===== config.mk =====
export PLATFORM = sky130hd
export DESIGN_NAME = result_pack_buffer
export DESIGN_NICKNAME = d
export VERILOG_FILES = /design/src/rtl/cnn_pkg.sv /design/src/rtl/sync_fifo.sv /design/src/rtl/result_pack_buffer.sv
export SDC_FILE = /design/constraint.sdc
export NUM_CORES = 1
export LEC_CHECK = 0
export CORE_UTILIZATION = 60
export DETAILED_ROUTE_END_ITERATION = 10
export PLACE_DENSITY_LB_ADDON = 0.3
export SYNTH_ARGS = -nofsm -noshare
export SYNTH_HDL_FRONTEND = slang
export SYNTH_HIERARCHICAL = 1
export SYNTH_SLANG_ARGS = --single-unit

===== constraint.sdc =====
create_clock -name clk -period 6.74 [get_ports clk]
set_clock_uncertainty 0.1 [all_clocks]
set_input_delay 1.011 -clock clk [delete_from_list [all_inputs] [get_ports clk]]
set_output_delay 1.011 -clock clk [all_outputs]
set_load 0.02 [all_outputs]

===== src/rtl/cnn_pkg.sv =====
// Shared constants and types for the result write-back path.
package cnn_pkg;

  localparam int unsigned DATA_WIDTH = 16;
  localparam int unsigned AXI_WIDTH  = 32;
  localparam int unsigned STRB_WIDTH = AXI_WIDTH / 8;

  localparam logic [STRB_WIDTH-1:0] STRB_FULL = 4'b1111;
  localparam logic [STRB_WIDTH-1:0] STRB_HALF = 4'b0011;

  typedef struct packed {
    logic [AXI_WIDTH-1:0]  data;
    logic [STRB_WIDTH-1:0] strb;
    logic                  last;
  } pack_word_t;

  typedef enum logic {
    HALF_EMPTY,
    HALF_FULL
  } pack_state_t;

endpackage


===== src/rtl/sync_fifo.sv =====
// Generic synchronous first-word-fall-through FIFO.
// Head word is presented combinationally; outputs read as zero when empty.
module sync_fifo #(
  parameter int unsigned WIDTH = 8,
  parameter int unsigned DEPTH = 8
) (
  input  logic                       clk,
  input  logic                       nrst,
  input  logic                       push,
  input  logic [WIDTH-1:0]           wdata,
  input  logic                       pop,
  output logic [WIDTH-1:0]           rdata,
  output logic                       empty,
  output logic                       full,
  output logic [$clog2(DEPTH+1)-1:0] level
);

  localparam int unsigned AW = $clog2(DEPTH);
  localparam int unsigned LW = $clog2(DEPTH+1);

  logic [WIDTH-1:0] mem [DEPTH];
  logic [AW-1:0]    wr_ptr;
  logic [AW-1:0]    rd_ptr;
  logic [LW-1:0]    count;
  logic             do_push;
  logic             do_pop;

  assign full    = (count == LW'(DEPTH));
  assign empty   = (count == '0);
  assign do_push = push && !full;
  assign do_pop  = pop && !empty;
  assign level   = count;
  assign rdata   = empty ? '0 : mem[rd_ptr];

  // Storage array; contents are only observable through a valid count.
  always_ff @(posedge clk) begin
    if (do_push) begin
      mem[wr_ptr] <= wdata;
    end
  end

  // Pointers wrap naturally at DEPTH (power of two); count tracks occupancy.
  always_ff @(posedge clk or negedge nrst) begin
    if (!nrst) begin
      wr_ptr <= '0;
      rd_ptr <= '0;
      count  <= '0;
    end else begin
      if (do_push) wr_ptr <= wr_ptr + AW'(1);
      if (do_pop)  rd_ptr <= rd_ptr + AW'(1);
      case ({do_push, do_pop})
        2'b10:   count <= count + LW'(1);
        2'b01:   count <= count - LW'(1);
        default: count <= count;
      endcase
    end
  end

endmodule


===== src/rtl/result_pack_buffer.sv =====
// Packs 16-bit PE results pairwise into 32-bit words and queues them for
// the AXI write-data channel. An odd trailing element of a block is
// zero-padded and marked with a half-word strobe.
module result_pack_buffer #(
  parameter int unsigned DATA_WIDTH = 16,
  parameter int unsigned AXI_WIDTH  = 32,
  parameter int unsigned DEPTH      = 8
) (
  input  logic                       clk,
  input  logic                       nrst,
  input  logic                       in_vld,
  input  logic [DATA_WIDTH-1:0]      in_data,
  input  logic                       in_last,
  output logic                       in_rdy,
  output logic                       out_vld,
  output logic [AXI_WIDTH-1:0]       out_data,
  output logic [AXI_WIDTH/8-1:0]     out_strb,
  output logic                       out_last,
  input  logic                       out_rdy,
  output logic [$clog2(DEPTH+1)-1:0] fifo_level
);

  import cnn_pkg::*;

  pack_state_t           state;
  pack_state_t           state_nxt;
  logic [DATA_WIDTH-1:0] staging;
  logic                  ready_q;
  logic                  accept;
  logic                  push;
  pack_word_t            push_word;
  pack_word_t            head_word;
  logic                  fifo_empty;
  logic                  fifo_full;

  // Input readiness uses the current count only; a same-cycle pop is not
  // credited, so a full FIFO costs one extra stall cycle.
  assign in_rdy = ready_q && !fifo_full;
  assign accept = in_vld && in_rdy;

  // Holds in_rdy low through reset and releases it on the first edge after.
  always_ff @(posedge clk or negedge nrst) begin
    if (!nrst) ready_q <= 1'b0;
    else       ready_q <= 1'b1;
  end

  // Packing state register.
  always_ff @(posedge clk or negedge nrst) begin
    if (!nrst) state <= HALF_EMPTY;
    else       state <= state_nxt;
  end

  // Next-state: a lone in_last element closes the block without leaving HALF_EMPTY.
  always_comb begin
    state_nxt = state;
    if (accept) begin
      case (state)
        HALF_EMPTY: state_nxt = in_last ? HALF_EMPTY : HALF_FULL;
        HALF_FULL:  state_nxt = HALF_EMPTY;
        default:    state_nxt = HALF_EMPTY;
      endcase
    end
  end

  // Word formation and push in the cycle the completing element is accepted.
  always_comb begin
    push      = 1'b0;
    push_word = '0;
    if (accept) begin
      case (state)
        HALF_EMPTY: begin
          if (in_last) begin
            push           = 1'b1;
            push_word.data = {{DATA_WIDTH{1'b0}}, in_data};
            push_word.strb = STRB_HALF;
            push_word.last = 1'b1;
          end
        end
        HALF_FULL: begin
          push           = 1'b1;
          push_word.data = {in_data, staging};
          push_word.strb = STRB_FULL;
          push_word.last = in_last;
        end
        default: push = 1'b0;
      endcase
    end
  end

  // Low half-word staging; retained while the FIFO is full or input is idle.
  always_ff @(posedge clk or negedge nrst) begin
    if (!nrst) begin
      staging <= '0;
    end else if (accept && state == HALF_EMPTY) begin
      staging <= in_data;
    end
  end

  sync_fifo #(
    .WIDTH ($bits(pack_word_t)),
    .DEPTH (DEPTH)
  ) u_fifo (
    .clk   (clk),
    .nrst  (nrst),
    .push  (push),
    .wdata (push_word),
    .pop   (out_vld && out_rdy),
    .rdata (head_word),
    .empty (fifo_empty),
    .full  (fifo_full),
    .level (fifo_level)
  );

  assign out_vld  = !fifo_empty;
  assign out_data = head_word.data;
  assign out_strb = head_word.strb;
  assign out_last = head_word.last;

endmodule


After elaboration in Yosys (flattened, before gate mapping) --
Memories as Yosys holds them, arrays and structs flattened. Index checks and enable logic that the tools add are counted.
Storage, ports and cells: memory bits (writable) 296, memories 1, output and inout port bits 43, flip-flop bits (word level) 28
Memories:
- u_fifo.mem | depth 8, width 37, rd ports 1, clocked after Yosys merged registers in 0, write ports 1, line sync_fifo.sv:21 | logic [WIDTH-1:0] mem [DEPTH];
Cells by class: equal/unequal tests 3, bitwise logic cells 1, muxes and demuxes 12, add/sub/neg operators 4, reduce and logical (&&, ||, !) cells 10
Operators by type and width (number):
- 37-bit 2-to-1 mux | 2
- 37-bit case mux with 2 select lines | 1
- 21-bit 2-to-1 mux | 1
- 4-bit case mux with 2 select lines | 1
- 3-bit by 1-bit adder with 3-bit output (second input constant) | 2
- 1-bit logical AND | 6
- 1-bit 2-to-1 mux | 5
- 4-bit by 1-bit adder with 4-bit output (second input constant) | 1
- 4-bit equality test (second input constant) | 1
- 4-bit zero test | 1
- 1-bit case mux with 2 select lines | 2
- 4-bit by 1-bit subtractor with 4-bit output (second input constant) | 1
- 2-bit by 1-bit equality test with 1-bit output (second input constant) | 1
- 2-bit equality test (second input constant) | 1
- 1-bit zero test | 2
- 2-bit nonzero test | 1
- 1-bit NOT | 1

Depth between registers and ports, before layout --
word-level depth 8, gate-level depth with buffers 14

Cells and area by module --
The synthesis kept the hierarchy.
Modules (own cells, without submodules):
- sync_fifo | times used 1, cells an instance 528, area each 11812.6 µm²
- result_pack_buffer | times used 1, cells an instance 123, area each 1206.2 µm²

Worst setup path after synthesis --
No wires, ideal clock.
kind input to register, start in in_last, end mem u_fifo/mem[0][0] (netlist name), enable pin, library setup time 0.477 ns, data required time 6.163 ns, buffers on the path 2, stages 6, setup slack 1.332 ns, arrival 4.831 ns, cells stage by stage buf_2 buf_1 o21a_1 a21boi_1 nand2b_1 nor3_1
On the way: cells in the longest elaborated chain, start to end 6
Ends and longest elaborated chain:
- from (decl) | line result_pack_buffer.sv:13 | input logic in_last,
- 1-bit 2-to-1 mux | line result_pack_buffer.sv:72 | if (in_last) begin
- 1-bit case mux with 2 select lines | line result_pack_buffer.sv:70 | case (state)
- 1-bit 2-to-1 mux | line result_pack_buffer.sv:69 | if (accept) begin
- named net push | line result_pack_buffer.sv:30 | logic push;
- 1-bit logical AND | line sync_fifo.sv:30 | assign do_push = push && !full;
- 1-bit 2-to-1 mux | line sync_fifo.sv:37 | if (do_push) begin
- 1-bit 2-to-1 mux (implied by the code) | line sync_fifo.sv:38 | mem[wr_ptr] <= wdata;
- to (decl) | line sync_fifo.sv:21
The timed path passes the listed nets, and every way through them passes these cells.

Worst setup path in the final report --
start reg u_fifo.rd_ptr[0], end out out_data[5]
On the way: cells in the longest elaborated chain, start to end 2
Ends and longest elaborated chain:
- from (decl) | line sync_fifo.sv:23 | logic [AW-1:0] rd_ptr;
- from (signal assigned) | line sync_fifo.sv:50 | if (do_pop) rd_ptr <= rd_ptr + AW'(1);
- memory read 8 x 37 bit
- 37-bit 2-to-1 mux | line sync_fifo.sv:33 | assign rdata = empty ? '0 : mem[rd_ptr];
- to (decl) | line result_pack_buffer.sv:16 | output logic [AXI_WIDTH-1:0] out_data,
No other way between the ends.

==> run_results.csv <==
group,metric,value,unit
drt,drc_errors,0,
clocking,cts.sinks,324,
setup_path,timing.rr.start,"u_fifo/level[0]",
placed_design,dp_hpwl,14920,um
grt,grt_pass1_wl,40060,um
clocking,clk_pin_slew,60,ps
power,powerDensity,434.5,nW/um2
sta,setup_tns,0,ps
grt,first_global_vias,6779,
min_path,min_to,"staging[2]",
clocking,cts_resized,0,
drt,ant_nets,0,
clocking,cts_setup_buffers,0,
drt,met2_length,13090,um
placed_design,gp_congestion,0.7837,
synth,yosysUniqueCellTypes,35,
drt,top_layer,"met4",
drt,drt_iter0_markers,535,
drt,wl_met3,1792,um
clocking,cts_root_buffer,"clkbuf_16",
clocking,clock_latency,550,ps
die,chipHeight,149.3,um
synth,synthCells,651,
clocking,h-tree-depth,1,
drt,wl_met1,10570,um
run_status,run_status,"completed",
grt,grt_overflow,0,
synth,synthTopCellsByArea,"edfxtp_1 68%, mux4_2 13%, dfrtp_1 5.4%",
sta,hold_violations,0,
die,die-area,22290,um2
setup_path,reg2reg_to,"u_fifo/mem[5][11]",
sta,fin_crit_sh,0.7241,
synth,synth_seq_cells,324,
min_path,hp-class,"flop to flop",
sta,fin_crit,4880,ps
cells_and_area,multi_input_area,3244,um2
sta,max_freq,204.9,MHz
flow_run,maxCapViolCount,0,
power,p_leak,5.077,nW
cells_and_area,drive_gt1_frac,0.2213,
cells_and_area,mostFrequentLayoutCells,"296 x edfxtp_1, 74 x mux4_2, 63 x clkdlybuf4s50_1",
drt,dr_total_vias,6451,
clocking,cts_buffers,31,
cells_and_area,final_common_cell,"edfxtp_1",
clocking,clk_path_buf_depth,3,
drt,firstDrtPassIters,7,
grt,antenna_found_initial,0,
sta,slew_headroom,0.1191,
setup_path,cp.arrival,3770,ps
die,core,21150,um2
grt,grt_usage,0.2478,
cells_and_area,area_growth,14.76,%
cells_and_area,antenna_cells,0,
cells_and_area,design_area,14940,um2
sta,slew_viol_final,0,
synth,syn-num-nets,677,
power,ir_drop,0.3517,mV
synth,syn_area_per_cell,20.00,um2
sta,worst_slew_pin_slew,1318,ps
placed_design,port_buffers,63,
setup_path,ff2ff_setup_slack,2350,ps
synth,netlist.area_leader.share,0.6827,
cells_and_area,fin_util,0.7063,
placed_design,post_dp_cell_area,13940,um2
die,std_cell_rows,53,
synth,syn_area,13020,um2
cells_and_area,seq_area,9595,um2
setup_path,path_max_fanout,44,
setup_path,critPathRequiredTime,5630,ps
setup_path,critPathCaptureType,"output port",
setup_path,reg2reg_depth,8,
min_path,min_path_cells,1,
synth,ys_seq_area_frac,0.7366,
clocking,cts_hold_buf,0,
drt,wl_per_cell,25.61,um
min_path,worstHoldStart,"staging[2]",
synth,yosys_warnings,6,
drt,vias_per_cell,6.294,
cells_and_area,fillers,1255,
die,start_util,0.6154,
die,pin_count,64,
setup_path,path_class,"flop to output port",
synth,synth_top_cell_by_area,"edfxtp_1",
sta,setup_viol,0,
clocking,cts_tree,"built",
sta,rsz0062_at_grt,"no",
setup_path,cp-start-kind,"flop",
drt,drt-total-wl,26250,um
die,fp.dieW,149.3,um
cells_and_area,final_nets,752,
grt,grt_max_degree,74,
area by class of cell:
type / count / area share
inverter: 2 / 0.0005025
sequential: 324 / 0.6422
timing repair buffer: 79 / 0.05025
clock buffer: 40 / 0.05418
multi-input combinational: 288 / 0.2172
tap: 275 / 0.02303
clock inverter: 17 / 0.01265
state kept, by name, summed over array words and instances (netlist names):
name / flops
ready_q: 1
staging: 16
state: 1
u_fifo/level: 4
u_fifo/mem: 296
u_fifo/rd_ptr: 3
u_fifo/wr_ptr: 3
Yosys cell counts (all sizes together):
master,n
buf,26
nor4b,1
mux4,74
a21boi,1
nor2b,3
xor2,4
nand2,25
inv,2
a21oi,17
dfrtp,28
a2111oi,1
nor3,4
o21a,1
nor4bb,1
nand2b,4
nand3b,18
mux2i,37
xnor2,4
nor4,2
and3,16
conb,1
and2,3
edfxtp,296
and3b,1
nor2,45
clkbuf,11
ha,5
nand3,1
mux2,19
report_power, final:
group / switching, mW / internal [mW] / leakage, nW
combinational: 1.08 / 1.08 / 1.53
clock: 0.703 / 0.999 / 0.484
sequential: 0.209 / 2.42 / 3.06
total: 1.99 / 4.50 / 5.08
metal layers:
metal | track usage | up-vias
met5 | 0 | -
met4 | 0.09337 | 0
met3 | 0.03700 | 59
met2 | 0.4005 | 284
met1 | 0.3476 | 3352
li1 | - | 2756
critical path, cell delays in order (launching register included):
cell             delay [ps]
dfrtp_4                 990
buf_4                   690
mux4_2                  630
mux2i_1                 220
nor2_1                   80
clkdlybuf4s50_1         560
cells by family after synthesis:
logic type,Yosys count,share of synthesized area
flip-flops,324,0.7366
multiplexers,130,0.1758
AND/OR/NAND/NOR,124,0.04969
buffers and inverters,39,0.01913
AO/OA/AOI/OAI,20,0.008362
XOR/XNOR,8,0.005381
adder cells (fa/ha/maj),5,0.004805
other,1,0.0002880
per-stage QoR:
step	power [mW]	hold WS [ps]	setup WS, ps	std cells
after floorplan	4.098	381.0	1332	651
after global placement	4.781	392.2	2085	968
after detailed placement	4.830	393.7	1861	968
after CTS	6.542	411.6	1769	1025
after global routing	6.759	427.1	1600	1025
final	6.492	406.3	1860	1025
how the worst max path moves through the flow:
stage                startpoint           endpoint  slack [ps]  cells past startpoint
2_1_floorplan           in_last   u_fifo/mem[0][0]        1330                      6
3_3_place_gp             in_vld  u_fifo/mem[3][20]        2090                      6
3_5_place_dp             in_vld  u_fifo/mem[2][28]        1860                      6
4_1_cts        u_fifo/rd_ptr[0]       out_data[11]        1770                      5
5_1_grt        u_fifo/rd_ptr[0]       out_data[11]        1600                      5
6_report       u_fifo/rd_ptr[0]        out_data[5]        1860                      5
No activity file was read; power rests on OpenSTA's default activity.
